$ cat config.mk
export PLATFORM = sky130hd
export DESIGN_NAME = seq_det_prog
export DESIGN_NICKNAME = d
export VERILOG_FILES = /design/src/rtl/seq_det_prog.sv
export SDC_FILE = /design/constraint.sdc
export NUM_CORES = 1
export LEC_CHECK = 0
export BUFFER_PORTS_ARGS = -buffer_cell sky130_fd_sc_hd__buf_2
export CORE_MARGIN = 2
export CORE_UTILIZATION = 49
export CTS_CLUSTER_SIZE = 25
export DETAILED_ROUTE_END_ITERATION = 10
export GPL_TIMING_DRIVEN = 0
export PLACE_DENSITY = 0.79
export SETUP_SLACK_MARGIN = 0.3
export SLEW_MARGIN = 20
export SYNTH_ARGS = -nofsm -noshare
export SYNTH_HDL_FRONTEND = slang
export SYNTH_SLANG_ARGS = --single-unit
$ cat constraint.sdc
create_clock -name clk -period 2.6 [get_ports clk]
set_input_delay 0.52 -clock clk [delete_from_list [all_inputs] [get_ports clk]]
set_output_delay 0.52 -clock clk [all_outputs]
set_load 0.005 [all_outputs]
$ cat src/rtl/seq_det_prog.sv
// Programmable serial sequence detector: run-time pattern of up to MAX_LEN bits,
// overlapping or non-overlapping matches, registered detect copy and saturating counter.
module seq_det_prog #(
  parameter  int MAX_LEN = 8,
  parameter  int CNT_W   = 8,
  localparam int LEN_W   = $clog2(MAX_LEN + 1)
) (
  input  logic               clk,
  input  logic               rst,
  input  logic               cfg_load,
  input  logic [MAX_LEN-1:0] cfg_pattern,
  input  logic [LEN_W-1:0]   cfg_len,
  input  logic               cfg_overlap,
  input  logic               in_valid,
  input  logic               seq_in,
  input  logic               cnt_clr,
  output logic               det_out,
  output logic               det_q,
  output logic [CNT_W-1:0]   match_cnt,
  output logic [LEN_W-1:0]   state_out
);

  localparam logic [MAX_LEN-1:0] RST_PAT   = {{(MAX_LEN-4){1'b0}}, 4'b1011};
  localparam logic [LEN_W-1:0]   RST_LEN   = LEN_W'(4);
  localparam logic [LEN_W-1:0]   MAX_LEN_L = LEN_W'(MAX_LEN);
  localparam logic [LEN_W-1:0]   ONE_L     = LEN_W'(1);
  localparam logic [CNT_W-1:0]   CNT_MAX   = {CNT_W{1'b1}};

  logic [MAX_LEN-1:0] pat_q, pat_d;
  logic [LEN_W-1:0]   len_q, len_d;
  logic               ovl_q, ovl_d;
  logic [MAX_LEN-1:0] hist_q, hist_d;
  logic [LEN_W-1:0]   fill_q, fill_d;
  logic [CNT_W-1:0]   cnt_q, cnt_d;

  logic [LEN_W-1:0]   len_clamp;
  logic [MAX_LEN-1:0] len_mask;
  logic [MAX_LEN-1:0] cand;
  logic               pat_hit;
  logic               fill_full;
  logic               det;

  always_comb begin
    len_clamp = cfg_len;
    if (cfg_len == '0) begin
      len_clamp = ONE_L;
    end else if (cfg_len > MAX_LEN_L) begin
      len_clamp = MAX_LEN_L;
    end
  end

  // Only the low len_q bits of the candidate window take part in the compare.
  for (genvar gi = 0; gi < MAX_LEN; gi++) begin : g_mask
    assign len_mask[gi] = (LEN_W'(gi) < len_q);
  end

  assign cand      = {hist_q[MAX_LEN-2:0], seq_in};
  assign pat_hit   = ((cand ^ pat_q) & len_mask) == '0;
  assign fill_full = (fill_q == (len_q - ONE_L));
  assign det       = in_valid & ~cfg_load & ~rst & fill_full & pat_hit;

  always_comb begin
    pat_d  = pat_q;
    len_d  = len_q;
    ovl_d  = ovl_q;
    hist_d = hist_q;
    fill_d = fill_q;
    cnt_d  = cnt_q;
    if (cfg_load) begin
      pat_d  = cfg_pattern;
      len_d  = len_clamp;
      ovl_d  = cfg_overlap;
      hist_d = '0;
      fill_d = '0;
    end else if (in_valid) begin
      if (det && !ovl_q) begin
        hist_d = '0;
        fill_d = '0;
      end else begin
        hist_d = cand;
        fill_d = fill_full ? fill_q : fill_q + ONE_L;
      end
    end
    // Clear takes effect first so a coincident detect still counts once.
    if (cnt_clr) begin
      cnt_d = det ? CNT_W'(1) : '0;
    end else if (det && (cnt_q != CNT_MAX)) begin
      cnt_d = cnt_q + CNT_W'(1);
    end
  end

  always_ff @(posedge clk) begin
    if (rst) begin
      pat_q  <= RST_PAT;
      len_q  <= RST_LEN;
      ovl_q  <= 1'b1;
      hist_q <= '0;
      fill_q <= '0;
      cnt_q  <= '0;
      det_q  <= 1'b0;
    end else begin
      pat_q  <= pat_d;
      len_q  <= len_d;
      ovl_q  <= ovl_d;
      hist_q <= hist_d;
      fill_q <= fill_d;
      cnt_q  <= cnt_d;
      det_q  <= det;
    end
  end

  assign det_out   = det;
  assign match_cnt = cnt_q;
  assign state_out = fill_q;

endmodule

==> flow_summary.json, run 1 <==
{
  "synth.distinct_cells": 41,
  "antenna_found_initial": 0,
  "yosys.area.top_type_share_pct": 39.4,
  "wl_um": 4400,
  "p_comb_share_pct": 15.2,
  "synth_edf_count": 0,
  "globalRouteOverflowTotal": 0,
  "syn_inst": 192,
  "synth_area_um2": 1680,
  "core_um2": 3310,
  "routabilityCongestion": 0.742,
  "die_h_um": 62.5,
  "syn_area_per_cell_um2": 8.74,
  "yosysWarnings": 0,
  "end_kind": "output port",
  "min_period_ns": 2.60,
  "cp-start-kind": "flip-flop",
  "cpPeakStageDelay_ns": 0.48,
  "numCtsBuffers": 5,
  "arrival_ns": 2.08,
  "crit_path_max_fanout": 5,
  "violations": "setup timing",
  "start_util_pct": 50.7,
  "p_seq_share_pct": 48.0,
  "layout.nets": 273,
  "die_w_um": 62.5,
  "die-area_um2": 3910,
  "finalCritPeriodShare_pct": 100,
  "crit_required_ns": 2.08,
  "p_clk_share_pct": 36.8,
  "max_freq_mhz": 384,
  "drive_gt1_share_pct": 45.4,
  "dr.pass1.iters": 4,
  "power_density_nw_per_um2": 461,
  "p_int_mw": 0.835,
  "ctsHtreeMaxLevel": 2,
  "synth_async_sr_flop_share_pct": 0,
  "sw_frac_of_total_pct": 25.0,
  "crit_type": "flip-flop to output port",
  "hold_path_class": "primary input to flip-flop",
  "fin_ws_ns": -0.00168,
  "vias": 1618,
  "syn_nets": 217,
  "first_iter_violations": 47,
  "cts_root_buf": "clkbuf_4",
  "timing.slew.headroom_pct": 57.7,
  "synthFlopType": "dfxtp_1",
  "num_io_pins": 33,
  "path_cells": "inv_4, ha_4, nor2_4, a22o_1, or4b_4, buf_6, nor3_4, buf_2",
  "ir_drop_mv": 0.438,
  "crit_slowest_cell": "or4b_4",
  "grt_pass1_vias": 1475,
  "hpwl_um": 2580,
  "grt_usage_pct": 21.6,
  "drc": 0,
  "ctsHoldBuffers": 0,
  "finalNonFillerCells": 295,
  "place_ws_ns": -0.188,
  "worstMarginPinSlew_ns": 0.628,
  "place_inst": 267,
  "hold_violations": 0,
  "status": "finished with violations",
  "num-fill-cells": 259,
  "insertedDiodeCount": 0,
  "tns_ns": -0.00168,
  "avgViaCountPerCell": 5.48,
  "synth-seq-area-share_pct": 39.4,
  "final_max_slew_viol_count": 0,
  "port_buffers": 29,
  "cts_buffer_depth": 2,
  "rsz0062_at_grt": "true",
  "p_sw_mw": 0.278,
  "avgRoutedWirePerCell_um": 14.9,
  "placementRows": 21,
  "cts.sinks": 33,
  "synth_seq_cells": 33,
  "postRouteAntennaNets": 0,
  "finalSetupViolCount": 1,
  "grt_max_degree": 11,
  "cap_violations": 0,
  "grt_pass1_wl_um": 6730,
  "clk_latency_ns": 0.34,
  "synth_area_leaders": "dfxtp_1, a21oi_1, mux2i_1, ha_1, nor2_1",
  "leakagePower_nw": 1.05,
  "path_clk_slew_ns": 0.10,
  "area_delta_synth_final_pct": 44.0,
  "fin_skew_ns": 0.00903,
  "synth.largest_area_cell": "dfxtp_1",
  "cts_tree": "yes"
}
[sequential cells by signal, summed over array words and instances (netlist names)]
name / count
match_cnt: 8
len_q: 4
det_q: 1
ovl_q: 1
pat_q: 8
state_out: 4
hist_q: 7
[cell families after synthesis]
| logic type | count (synthesis) | share of synthesized area [%] |
|---|---|---|
| XOR/XNOR | 13 | 7.61 |
| multiplexers | 9 | 5.44 |
| adder cells (fa/ha/maj) | 6 | 4.47 |
| AND/OR/NAND/NOR | 78 | 24.3 |
| buffers and inverters | 15 | 4.40 |
| flip-flops | 33 | 39.4 |
| AO/OA/AOI/OAI | 38 | 14.4 |
[stage by stage]
| stage | total power [mW] | utilization [%] | hold WS [ns] | cell area, um^2 |
|---|---|---|---|---|
| 5_1_grt | 1.15 | 73.0 | 0.383 | 2420 |
| 3_5_place_dp | 0.659 | 58.7 | 0.476 | 1940 |
| 2_1_floorplan | 0.625 | - | 0.455 | 1740 |
| 4_1_cts | 1.10 | 69.0 | 0.382 | 2280 |
| 3_3_place_gp | 0.656 | 58.7 | 0.469 | 1940 |
| 6_report | 1.11 | 73.0 | 0.384 | 2420 |
[cell usage after synthesis (all sizes together) (4+ instances only)]
library cell,instances
xnor2,4
ha,6
or3,4
dfxtp,33
clkbuf,6
a21oi,16
o21ai,7
xor2,8
nor3,5
nor2,19
mux2i,8
nand2,17
nand3,11
and3,5
a211o,4
buf,4
inv,5
[repair_timing]
| action | in CTS | in global routing |
|---|---|---|
| buffers inserted | 13 | 6 |
| setup endpoints to repair | 19 | 20 |
| gates cloned | 1 | 0 |
| resized for setup | 42 | 23 |
| pin swaps | 11 | 12 |
[routing by layer]
metal	routed length [um]	part of all wire (%)	track usage [%]
met1	1800	41	25.5
met5	0	0	0
met4	74	1.7	8.61
met2	2320	53	37.1
met3	199	4.5	5.77
[area by class of cell]
type | instances | area [um^2] | share of cell area [%]
Clock buffer | 7 | 55.1 | 2.28
Buffer | 10 | 101 | 4.19
Timing Repair Buffer | 49 | 333 | 13.8
Clock inverter | 1 | 30.0 | 1.24
Inverter | 5 | 23.8 | 0.984
Multi-Input combinational cell | 144 | 1150 | 47.4
Sequential cell | 33 | 669 | 27.7
Tap cell | 46 | 57.6 | 2.38
[worst max-delay path, delay by kind of cell, from the launching register on]
family,cells,cell delay [ns]
compound gates,1,0.17
fa+ha+maj,1,0.15
buf+inv,3,0.35
flops,1,0.39
simple gates,3,0.66
[power groups by stage]
stage          Clock, mW  Combinational [mW]  Sequential [mW]
2_1_floorplan          0              0.0847            0.540
3_3_place_gp           0               0.113            0.543
3_5_place_dp           0               0.115            0.544
4_1_cts            0.415               0.149            0.532
5_1_grt            0.435               0.183            0.536
6_report           0.410               0.169            0.534
[layout by cell type (no fill, tap or decap), drive strengths merged, types with 2 or more instances in the layout]
master / count
dfxtp: 33
nor3: 5
and3: 5
a211o: 4
or2: 3
inv: 5
or3: 4
nor2: 19
a31oi: 2
xnor2: 4
nand3: 11
mux2i: 8
ha: 6
clkbuf: 11
nand2: 17
and2b: 3
nand4: 2
nand3b: 2
buf: 55
xor2: 8
o21ai: 7
a21oi: 16
or4: 2
[worst paths after layout]
check	from	endpoint	slack, ns	depth (start not counted)
hold / removal	cfg_overlap	ovl_q	0.38	2
setup / recovery	len_q[0]	det_out	-0.002	8
setup reg to reg	len_q[0]	state_out[2]	0.04	12
hold reg to reg	match_cnt[4]	match_cnt[4]	0.50	2
(Power assumes the default switching activity.)
==> run 2: changes to the inputs <==
--- a/config.mk
+++ b/config.mk
@@ -7,11 +7,11 @@
 export LEC_CHECK = 0
 export BUFFER_PORTS_ARGS = -buffer_cell sky130_fd_sc_hd__buf_2
 export CORE_MARGIN = 2
-export CORE_UTILIZATION = 49
+export CORE_UTILIZATION = 54
 export CTS_CLUSTER_SIZE = 25
 export DETAILED_ROUTE_END_ITERATION = 10
 export GPL_TIMING_DRIVEN = 0
-export PLACE_DENSITY = 0.79
+export PLACE_DENSITY = 0.82
 export SETUP_SLACK_MARGIN = 0.3
 export SLEW_MARGIN = 20
 export SYNTH_ARGS = -nofsm -noshare
==> constraint.sdc (replaced) <==
create_clock -name clk -period 2.96 [get_ports clk]
set_input_delay 0.592 -clock clk [delete_from_list [all_inputs] [get_ports clk]]
set_output_delay 0.592 -clock clk [all_outputs]
set_load 0.005 [all_outputs]
==> run 2 against run 1 <==
The flow now finishes without violations. Design area down 12%. Global-route usage up 0.27 points. Cell count down 8.5%. Combinational power down 24%.
==> flow_summary.json, run 2 (synthesis gave the netlist of run 1 again) <==
{
  "status": "finished clean",
  "crit_required_ns": 2.37,
  "cts_tree": "yes",
  "highest_layer": "met4",
  "final_common_cell": "dfxtp_1",
  "drive_gt1_share_pct": 30.8,
  "port_buffers": 29,
  "rrSetupSlack_ns": 0.39,
  "power_density_nw_per_um2": 447,
  "final_max_slew_viol_count": 0,
  "reg2regPathDepth": 9,
  "mostFrequentLayoutCells": "dfxtp_1, buf_2, nor2_1",
  "fin_ws_ns": 0.324,
  "ir_drop_mv": 0.333,
  "hold_path_class": "primary input to flip-flop",
  "ctsHtreeMaxLevel": 2,
  "finalSetupViolCount": 0,
  "grt_pass1_vias": 1291,
  "globalRouteOverflowTotal": 0,
  "path_clk_slew_ns": 0.10,
  "p_total_mw": 0.949,
  "ctsHoldBuffers": 0,
  "path_cells": "inv_2, ha_4, xor2_1, nand3_1, or2_2, buf_4, nor3_4, buf_2",
  "crit_slowest_cell": "dfxtp_4",
  "die_w_um": 59.7,
  "arrival_ns": 2.04,
  "vias": 1541,
  "cp_num_buf_inv": 3,
  "min_period_ns": 2.64,
  "clk_latency_ns": 0.34,
  "placementRows": 20,
  "end_kind": "output port",
  "cts.sinks": 33,
  "wl_met2_um": 1740,
  "max_freq_mhz": 379,
  "tns_ns": 0,
  "cp-start-kind": "flip-flop",
  "die-area_um2": 3570,
  "avgViaCountPerCell": 5.71,
  "grt_usage_pct": 21.8,
  "finalCritPeriodShare_pct": 89.1,
  "area_delta_synth_final_pct": 26.6,
  "first_iter_violations": 59,
  "cts_buffer_depth": 2,
  "fin_hold_ws_ns": 0.455,
  "rsz0062_at_grt": "true",
  "crit_cells": 8,
  "dr_wl_met3_um": 209,
  "crit_path_max_fanout": 7,
  "crit_type": "flip-flop to output port",
  "cap_violations": 0,
  "num_io_pins": 33,
  "cts_root_buf": "clkbuf_4",
  "hpwl_um": 2540,
  "postRouteAntennaNets": 0,
  "numCtsBuffers": 5,
  "wl_met1_um": 1760,
  "die_h_um": 59.7,
  "start_util_pct": 55.9,
  "cp-startpoint": "len_q[0]",
  "core_um2": 3000,
  "reg2reg_to": "match_cnt[7]",
  "antenna_found_initial": 0,
  "insertedDiodeCount": 0,
  "path_delay_family": "simple AND/OR/NAND/NOR gates",
  "whs_path_depth": 2,
  "worstMarginPinSlew_ns": 0.539,
  "layout.nets": 261,
  "dr.pass1.iters": 4,
  "routabilityCongestion": 0.816,
  "hold_violations": 0,
  "timing.slew.headroom_pct": 64.1,
  "cpPeakStageDelay_ns": 0.39,
  "grt_pass1_wl_um": 5840,
  "final_util_pct": 70.8,
  "crit_end": "det_out",
  "drc": 0,
  "wl_um": 3800,
  "avgRoutedWirePerCell_um": 14.1,
  "r2r-start": "len_q[2]",
  "place_ws_ns": 0.135,
  "fin_skew_ns": 0.00679,
  "leakagePower_nw": 0.962,
  "min_from": "cfg_pattern[3]",
  "grt_max_degree": 11
}
## run 2: cell types whose count changed in the layout (fill, tap and decap cells not counted), moves of 2 or more
cell / delta
nand3_1: +8
a21oi_1: +8
o21ai_0: +2
a21oi_2: -9
buf_4: -2
buf_6: -9
nand3_2: -8
## run 2: per-layer routing
layer / vias to the layer above / track usage [%]
li1: 774 / -
met1: 705 / 30.1
met2: 52 / 31.8
met3: 10 / 6.06
met4: 0 / 9.52
met5: - / 0
## run 2: layout make-up
class / count / area [um^2]
multi-input cells: 144 / 1010
inverters: 5 / 21.3
plain buffers: 10 / 88.8
fillers: 241 / 878
clock buffers: 7 / 55.1
well taps: 33 / 41.3
clock inverters: 1 / 30.0
flip-flops and latches: 33 / 668
repair buffers: 37 / 205
## run 2: report_power, final
| part | switching (mW) | leakage (nW) | internal [mW] |
|---|---|---|---|
| clock network | 0.151 | 0.0455 | 0.202 |
| logic | 0.0642 | 0.646 | 0.0643 |
| registers | 0.0133 | 0.270 | 0.455 |
| total | 0.228 | 0.962 | 0.721 |
## run 2: how the worst min path moves through the flow
stage	end	slack [ns]
floorplan	hist_q[6]	0.45
global placement	hist_q[6]	0.46
detailed placement	hist_q[6]	0.48
CTS	pat_q[3]	0.43
global route	pat_q[1]	0.44
finish	pat_q[3]	0.45
## run 2: stage by stage
step	area, um^2	std cells
final	2120	270
after global routing	2120	270
after CTS	2040	265
after detailed placement	1880	254
after global placement	1880	254
after floorplan	1700	192
## run 2: what timing repair did
item / 4_1_cts / 5_1_grt
hold endpoints to repair: 0 / 0
buffers inserted: 3 / 5
gates resized for setup: 17 / 17
endpoints found under the setup margin: 1 / 3
pin swaps: 4 / 4
## run 2: worst reg2reg max path, stage by stage, from the launching register on
cell and delay (ns):
dfxtp_1 0.35, buf_6 0.14, or3b_4 0.40, a221oi_4 0.33, a21oi_4 0.13, buf_4 0.15
buf_4 0.13, or3_1 0.39, o311ai_0 0.31, o41ai_1 0.13
